<file path="src/rtl/fetch_pkg.sv">
// Shared fetch-path widths and the queue entry layout {pc, instr}.
package fetch_pkg;
  localparam int FETCH_PC_W  = 9;
  localparam int FETCH_INS_W = 32;
  localparam int PC_STEP     = 4;

  typedef struct packed {
    logic [FETCH_PC_W-1:0]  pc;
    logic [FETCH_INS_W-1:0] instr;
  } fetch_entry_t;
endpackage

</file>
<file path="src/rtl/fetch_fifo.sv">
// Circular buffer for tagged fetch entries; power-of-two DEPTH lets pointers wrap naturally.
module fetch_fifo #(
  parameter int DEPTH = 4,
  parameter int W     = 41,
  localparam int AW   = $clog2(DEPTH),
  localparam int CW   = $clog2(DEPTH + 1)
) (
  input  logic          clk,
  input  logic          reset,
  input  logic          flush,
  input  logic          push,
  input  logic          pop,
  input  logic [W-1:0]  wdata,
  output logic [W-1:0]  rdata,
  output logic [CW-1:0] count,
  output logic          empty
);
  logic [W-1:0]  mem [DEPTH];
  logic [AW-1:0] wr_ptr, rd_ptr;
  logic          full, do_push, do_pop;

  assign empty   = (count == '0);
  assign full    = (count == CW'(DEPTH));
  assign do_pop  = pop && !empty;
  // a full queue still accepts a write when the head leaves the same cycle
  assign do_push = push && (!full || do_pop);
  assign rdata   = mem[rd_ptr];

  always_ff @(posedge clk)
    if (do_push && !flush) mem[wr_ptr] <= wdata;

  always_ff @(posedge clk or posedge reset)
    if (reset) begin
      wr_ptr <= '0;
      rd_ptr <= '0;
      count  <= '0;
    end else if (flush) begin
      wr_ptr <= '0;
      rd_ptr <= '0;
      count  <= '0;
    end else begin
      if (do_push) wr_ptr <= wr_ptr + 1'b1;
      if (do_pop)  rd_ptr <= rd_ptr + 1'b1;
      count <= count + CW'(do_push) - CW'(do_pop);
    end
endmodule

</file>
<file path="src/rtl/fetch_queue.sv">
// Instruction fetch queue: sequential fetch, in-order response tagging, decode buffer.
// Define FETCH_QUEUE_BYPASS_EN to forward a response straight to decode when the queue is empty.
module fetch_queue
  import fetch_pkg::*;
#(
  parameter int          PC_W     = FETCH_PC_W,
  parameter int          INS_W    = FETCH_INS_W,
  parameter int          DEPTH    = 4,
  parameter int unsigned RESET_PC = 0
) (
  input  logic             clk,
  input  logic             reset,
  input  logic             redirect_valid,
  input  logic [PC_W-1:0]  redirect_pc,
  output logic             imem_req,
  output logic [PC_W-1:0]  imem_addr,
  input  logic             imem_gnt,
  input  logic             imem_rvalid,
  input  logic [INS_W-1:0] imem_rdata,
  output logic             out_valid,
  input  logic             out_ready,
  output logic [PC_W-1:0]  out_pc,
  output logic [INS_W-1:0] out_instr
);
  localparam int CW = $clog2(DEPTH + 1);
  localparam int EW = PC_W + INS_W;

  logic [PC_W-1:0]  fetch_pc, resp_pc, redirect_aligned;
  logic [CW-1:0]    outstanding, discard, count, out_next;
  logic [CW:0]      inflight;
  logic [EW-1:0]    head;
  logic             empty, grant, keep, bypass, pop, push;

  assign redirect_aligned = redirect_pc & ~PC_W'(3);
  // every granted request must have a guaranteed slot when its response lands
  assign inflight  = {1'b0, count} + {1'b0, outstanding};
  assign imem_req  = !reset && !redirect_valid && (inflight < (CW+1)'(DEPTH));
  assign imem_addr = fetch_pc;
  assign grant     = imem_req && imem_gnt;
  assign keep      = imem_rvalid && (discard == '0) && !redirect_valid && !reset;
  assign out_next  = outstanding + CW'(grant) - CW'(imem_rvalid);

`ifdef FETCH_QUEUE_BYPASS_EN
  assign bypass = keep && empty;
`else
  assign bypass = 1'b0;
`endif

  assign out_valid = !reset && !redirect_valid && (!empty || bypass);
  assign {out_pc, out_instr} = bypass ? {resp_pc, imem_rdata} : head;
  assign pop  = out_valid && out_ready;
  assign push = keep && !(bypass && out_ready);

  fetch_fifo #(.DEPTH(DEPTH), .W(EW)) u_fifo (
    .clk   (clk),
    .reset (reset),
    .flush (redirect_valid),
    .push  (push),
    .pop   (pop && !bypass),
    .wdata ({resp_pc, imem_rdata}),
    .rdata (head),
    .count (count),
    .empty (empty)
  );

  always_ff @(posedge clk or posedge reset)
    if (reset) begin
      fetch_pc    <= PC_W'(RESET_PC);
      resp_pc     <= PC_W'(RESET_PC);
      outstanding <= '0;
      discard     <= '0;
    end else if (redirect_valid) begin
      // everything still in flight belongs to the old path
      fetch_pc    <= redirect_aligned;
      resp_pc     <= redirect_aligned;
      outstanding <= out_next;
      discard     <= out_next;
    end else begin
      if (grant) fetch_pc <= fetch_pc + PC_W'(PC_STEP);
      if (keep)  resp_pc  <= resp_pc + PC_W'(PC_STEP);
      outstanding <= out_next;
      if (imem_rvalid && discard != '0) discard <= discard - 1'b1;
    end
endmodule

</file>
<file path="config.mk">
export PLATFORM = sky130hd
export DESIGN_NAME = fetch_queue
export DESIGN_NICKNAME = d
export VERILOG_FILES = /design/src/rtl/fetch_pkg.sv /design/src/rtl/fetch_fifo.sv /design/src/rtl/fetch_queue.sv
export SDC_FILE = /design/constraint.sdc
export NUM_CORES = 1
export LEC_CHECK = 0
export CAP_MARGIN = 15
export CORE_MARGIN = 2
export CORE_UTILIZATION = 55
export CTS_CLUSTER_SIZE = 28
export DETAILED_ROUTE_END_ITERATION = 8
export GPL_TIMING_DRIVEN = 1
export PLACE_DENSITY = 0.86
export SYNTH_ARGS = -nofsm -noshare
export SYNTH_HDL_FRONTEND = slang
export SYNTH_HIERARCHICAL = 1
export SYNTH_SLANG_ARGS = --single-unit
</file>
<file path="constraint.sdc">
create_clock -name clk -period 3.85 [get_ports clk]
set_input_delay 0.385 -clock clk [delete_from_list [all_inputs] [get_ports clk]]
set_output_delay 0.385 -clock clk [all_outputs]
set_load 0.01 [all_outputs]
</file>
* Word-level counts from Yosys, hierarchy flattened *
Memory sizes are Yosys's and may differ from the RTL's.
Index checks and enable logic that the tools add are counted.

storage, ports and cells
  latch bits = 0
  memories = 1
  logic and storage cells = 58
  register bits = 31
  memory bits (read-only) = 0
  RAM bits = 164
  output and inout bits = 52

memory list
  memory      depth  width  read ports  clocked after memory_dff  wr ports  line              text
  u_fifo.mem  4      41     1           0                         1         fetch_fifo.sv:18  logic [W-1:0] mem [DEPTH];

cells by class
  add/subtract/negate cells = 10
  shift-type cells = 0
  mux-type cells = 13
  $mul = 0
  equality and inequality tests = 1
  bitwise operators = 0
  divide/modulo/power cells = 0
  reductions and logical operators = 25
  $lt $le $gt $ge = 1

operator list
  kind                                                         count
  2-to-1 mux 9 bit                                             4
  adder 9 x 3 -> 9 bit (second input constant)                 2
  logical AND 1 bit                                            12
  nonzero test 2 bit                                           5
  2-to-1 mux 3 bit                                             3
  2-to-1 mux 2 bit                                             4
  adder 3 x 1 -> 3 bit                                         2
  zero test 3 bit                                              2
  subtractor 3 x 1 -> 3 bit                                    2
  adder 2 x 1 -> 2 bit (second input constant)                 2
  adder 3 x 3 -> 4 bit                                         1
  zero test 1 bit                                              4
  less-than comparator 4 x 3 -> 1 bit (second input constant)  1
  equality test 3 bit (second input constant)                  1
  nonzero test 3 bit                                           1
  subtractor 3 x 1 -> 3 bit (second input constant)            1
  2-to-1 mux 1 bit                                             2
  logical OR 1 bit                                             1

* Longest topological paths before layout *
  depth after elaboration = 10
  depth in mapped cells = 14

* Cells and area by module *
The synthesis kept the hierarchy.

by module, submodules not included
  module       instances  seq. area each (µm²)  cells each  area an instance (µm²)
  fetch_fifo   1          5099.9                260         6409.9
  fetch_queue  1          500.5                 128         1206.2

* Worst setup path after synthesis *
No wires, ideal clock.

  path type = register to register
  start = register discard[0]
  end = memory u_fifo.mem[0][0] (enable)
  data required time = 3.448 ns
  cell stages (with the launch flop) = 9
  period minus slack after synthesis = 2.974 ns
  buffers on the path = 1
  data arrival time = 2.571 ns
  setup slack = 0.876 ns
  cell sequence = dfrtp_1 > inv_1 > ha_1 > nand3b_1 > or2_2 > clkbuf_1 > inv_1 > nor3b_1 > and2_1

between the ends
  cells in the longest elaborated chain, start to end = 8

ends and longest elaborated chain
  item                                    line               text
  from (decl)                             fetch_queue.sv:29  logic [CW-1:0] outstanding, discard, count, out_next;
  from (signal assigned)                  fetch_queue.sv:77  discard <= out_next;
  from (signal assigned)                  fetch_queue.sv:82  if (imem_rvalid && discard != '0) discard <= discard - 1'b1;
  zero test 3 bit                         fetch_queue.sv:40  assign keep = imem_rvalid && (discard == '0) && !redirect_valid && !reset;
  logical AND 1 bit (3 in series)         fetch_queue.sv:40
  net keep                                fetch_queue.sv:32  logic empty, grant, keep, bypass, pop, push;
  logical AND 1 bit                       fetch_fifo.sv:26   assign do_push = push && (!full || do_pop);
  logical AND 1 bit                       fetch_fifo.sv:30   if (do_push && !flush) mem[wr_ptr] <= wdata;
  2-to-1 mux 1 bit                        fetch_fifo.sv:30
  2-to-1 mux 1 bit (not written as such)  fetch_fifo.sv:30
  to (decl)                               fetch_fifo.sv:18

The timed path passes the listed nets, and every way through them passes these cells.

* Final worst setup path *
  start = register u_fifo.count[1]
  end = register discard[2]

between the ends
  cells in the longest elaborated chain, start to end = 7

ends and longest elaborated chain
  item                                 line               text
  from (decl)                          fetch_fifo.sv:15   output logic [CW-1:0] count,
  from (signal assigned)               fetch_fifo.sv:44   count <= count + CW'(do_push) - CW'(do_pop);
  adder 3 x 3 -> 4 bit                 fetch_queue.sv:36  assign inflight = {1'b0, count} + {1'b0, outstanding};
  less-than comparator 4 x 3 -> 1 bit  fetch_queue.sv:37  assign imem_req = !reset && !redirect_valid && (inflight < (CW+1)'(DEPTH));
  logical AND 1 bit                    fetch_queue.sv:37
  logical AND 1 bit                    fetch_queue.sv:39  assign grant = imem_req && imem_gnt;
  adder 3 x 1 -> 3 bit                 fetch_queue.sv:41  assign out_next = outstanding + CW'(grant) - CW'(imem_rvalid);
  subtractor 3 x 1 -> 3 bit            fetch_queue.sv:41
  net out_next[2]                      fetch_queue.sv:29
  2-to-1 mux 3 bit                     fetch_queue.sv:72  end else if (redirect_valid) begin

The timed path passes the listed nets, and every way through them passes these cells.
A chain may end at the register's enable or synchronous reset.

==> impl_results.md <==
* Syn avg cell area at 19.6 um^2
* Final hold violation count at 0
* FILL cells at 802
* Routed Antenna Nets at 0
* FF-to-FF path depth at 12
* Setup-failing EPs final at 0
* Slew headroom at 0.311
* First-pass GRT wire length at 22900 um
* Max-slew violations at 0
* Clock buffers created by TritonCTS at 17
* Worst hold margin at 0.447 ns
* Part of the power in registers at 0.522
* Syn. warnings at 6
* Commonest cells post-synth: edfxtp_1, mux4_2, dfrtp_1
* Clk_lat worst skew at 0.42 ns
* HP Class: primary input to async pin
* WL per Instance at 21.0 um
* Outcome: complete, no violations
* Hold_buf cts at 0
* Initial Util at 0.568
* Fin crit period at 3.10 ns
* Drc violations at 0
* CP Max Fanout at 13
* Leakage power at 0.00318 uW
* Synth top area share at 0.647
* Nets@finish at 561
* Vias in the first global route at 4263
* RSZ-0062 raised after global routing: no
* Post-DP HPWL at 8840 um
* Largest net degree at the start of global routing at 43
* ANT cells at 0
* Synth unique cells at 46
* Top-Level Pins at 99
* Vias after detailed routing at 3947
* Crit path required time at 4.19 ns
* Int Power at 3640 uW
* Flops & latches, synth at 191
* Die Ht at 122 um
* GRT overflow at 0
* Register area share after synthesis at 0.735
* Post-Synthesis Cells at 388
* Power Dens Cells at 482 nW/um^2
* Worst EP arrival at 3.44 ns
* CP Class: flip-flop to flip-flop
* Count leader, synth: edfxtp_1
* DRT Pass-1 Iters at 5
* Syn-to-layout area delta at 24.0%
* CTS root buffer: clkbuf_16
* Initial DRC Count at 262
* Slew @ Worst Pin at 1.03 ns
* Startpoint type of the worst setup path: flip-flop
* Initial antenna violation count at 0
* GP Congestion at 0.866
* Crit end category: flip-flop
* Synthesized cell area at 7620 um^2
* CTS resizes at 0
* Setup TNS at 0 ns
* CTS tree: done
* Tcrit/Tclk final at 0.805
* CTS Buffer Depth at 2
* Maximum vdd drop at 286 uV
* NetSw at 907 uW
* Post-synth top area cell: edfxtp_1
* Post-synth top flop: edfxtp_1
* H-tree Lvls at 4
* Die Area at 14800 um^2
* Max-Cap Viols at 0
* Sink Count at 191
* PortBufs at 94
* Clock power share at 0.400
* Top cells by area, synth: edfxtp_1, mux4_2, dfrtp_1, ha_1, o311ai_0
* Post-synth ARST share at 0.141
* Final wirelength at 14400 um
* Clk_skew at 0.00824 ns
* Sw Ratio at 0.199
* Post-DR vias/cell at 5.74
* Total GRT Usage at 0.213
* Post-CTS Setup Bufs at 0
* Clk slew on worst S/H paths at 0.06 ns
* Combinational Power Share at 0.078
* Core footprint at 13400 um^2
* Layout cells sized above 1 at 0.189
* Fmax achieved at 323 MHz
* Chip Width at 122 um
* FP Rows at 42
* EDFF count, synth at 164
==> worst paths after layout <==
check,from,endpoint,slack (ns)
max,u_fifo/count[1],discard[2],0.75
min,reset,u_fifo/count[1],0.45
max reg2reg,u_fifo/count[1],discard[2],0.75
min reg2reg,outstanding[0],outstanding[0],0.56
max in group asynchronous,reset,resp_pc[5],2.68
min in group clk,outstanding[0],outstanding[0],0.56
==> state kept, by name, indices dropped and copies added, names as in the netlist <==
signal,count
outstanding,3
u_fifo/count,3
u_fifo/mem,164
u_fifo/wr_ptr,2
u_fifo/rd_ptr,2
resp_pc,7
discard,3
imem_addr,7
==> cells in the final DEF (no fill, tap or decap), types with 6 or more instances in the layout <==
master / synthesis / final
edfxtp_1: 164 / 164
dfrtp_1: 27 / 25
mux4_2: 41 / 41
nand2_1: 16 / 16
nand3_1: 14 / 14
clkbuf_16: 0 / 17
o311ai_0: 9 / 9
ha_1: 13 / 13
conb_1: 1 / 10
nor2_1: 9 / 9
inv_1: 14 / 14
buf_12: 0 / 6
clkdlybuf4s50_1: 0 / 94
==> layer usage <==
metal	track usage	up-vias	wire [um]
met5	0	-	0
met4	0.0704	0	170
met3	0.0576	15	851
met2	0.380	150	7770
met1	0.252	2020	5650
li1	-	1762	-
==> critical path: stages, from the launching register on <==
cell and delay [ns]:
dfrtp_1 0.51, ha_1 0.26, nor4_2 0.28, and4b_1 0.42, inv_2 0.17, ha_1 0.31
inv_1 0.04, ha_1 0.18, fa_1 0.38, xnor2_1 0.17, xnor2_1 0.16, nand2_1 0.07
o21ai_0 0.07
==> logic make-up (layout without fill, tap and decap cells) <==
logic type	after synthesis	after routing	share of synthesized area
AO/OA/AOI/OAI	26	26	0.0261
XOR/XNOR	9	9	0.0103
adder cells (fa/ha/maj)	15	15	0.0266
buffers and inverters	33	148	0.0243
flip-flops	191	191	0.735
multiplexers	44	44	0.126
other	1	10	0.000492
AND/OR/NAND/NOR	69	69	0.0508
==> metrics by stage <==
step                      cells  instance area (um^2)   util  total power (uW)  setup slack (ns)
after CTS                   688                  9440  0.705              4590             0.749
final                       688                  9440  0.705              4550             0.750
after global routing        688                  9440  0.705              4720             0.528
after floorplan             397                  7650      -              2610             0.876
after detailed placement    656                  8820  0.658              2770             0.416
after global placement      656                  8820  0.658              2750             0.565
==> layout make-up <==
cell class / instances / area [um^2] / area share
clock buffer: 19 / 433 / 0.0458
clock inverter: 13 / 194 / 0.0205
inverter: 15 / 56.3 / 0.00596
multi-input combinational: 173 / 1870 / 0.198
sequential: 191 / 5600 / 0.593
tap: 176 / 220 / 0.0233
timing repair buffer: 101 / 1070 / 0.113
==> power by group through the flow <==
stage | Sequential [uW] | Clock (uW) | Combinational (uW)
detailed placement | 2420 | 0 | 353
CTS | 2370 | 1860 | 356
global route | 2380 | 1940 | 400
finish | 2380 | 1820 | 354
floorplan | 2410 | 0 | 206
global placement | 2410 | 0 | 335
Power figures use the tool's default switching activity.
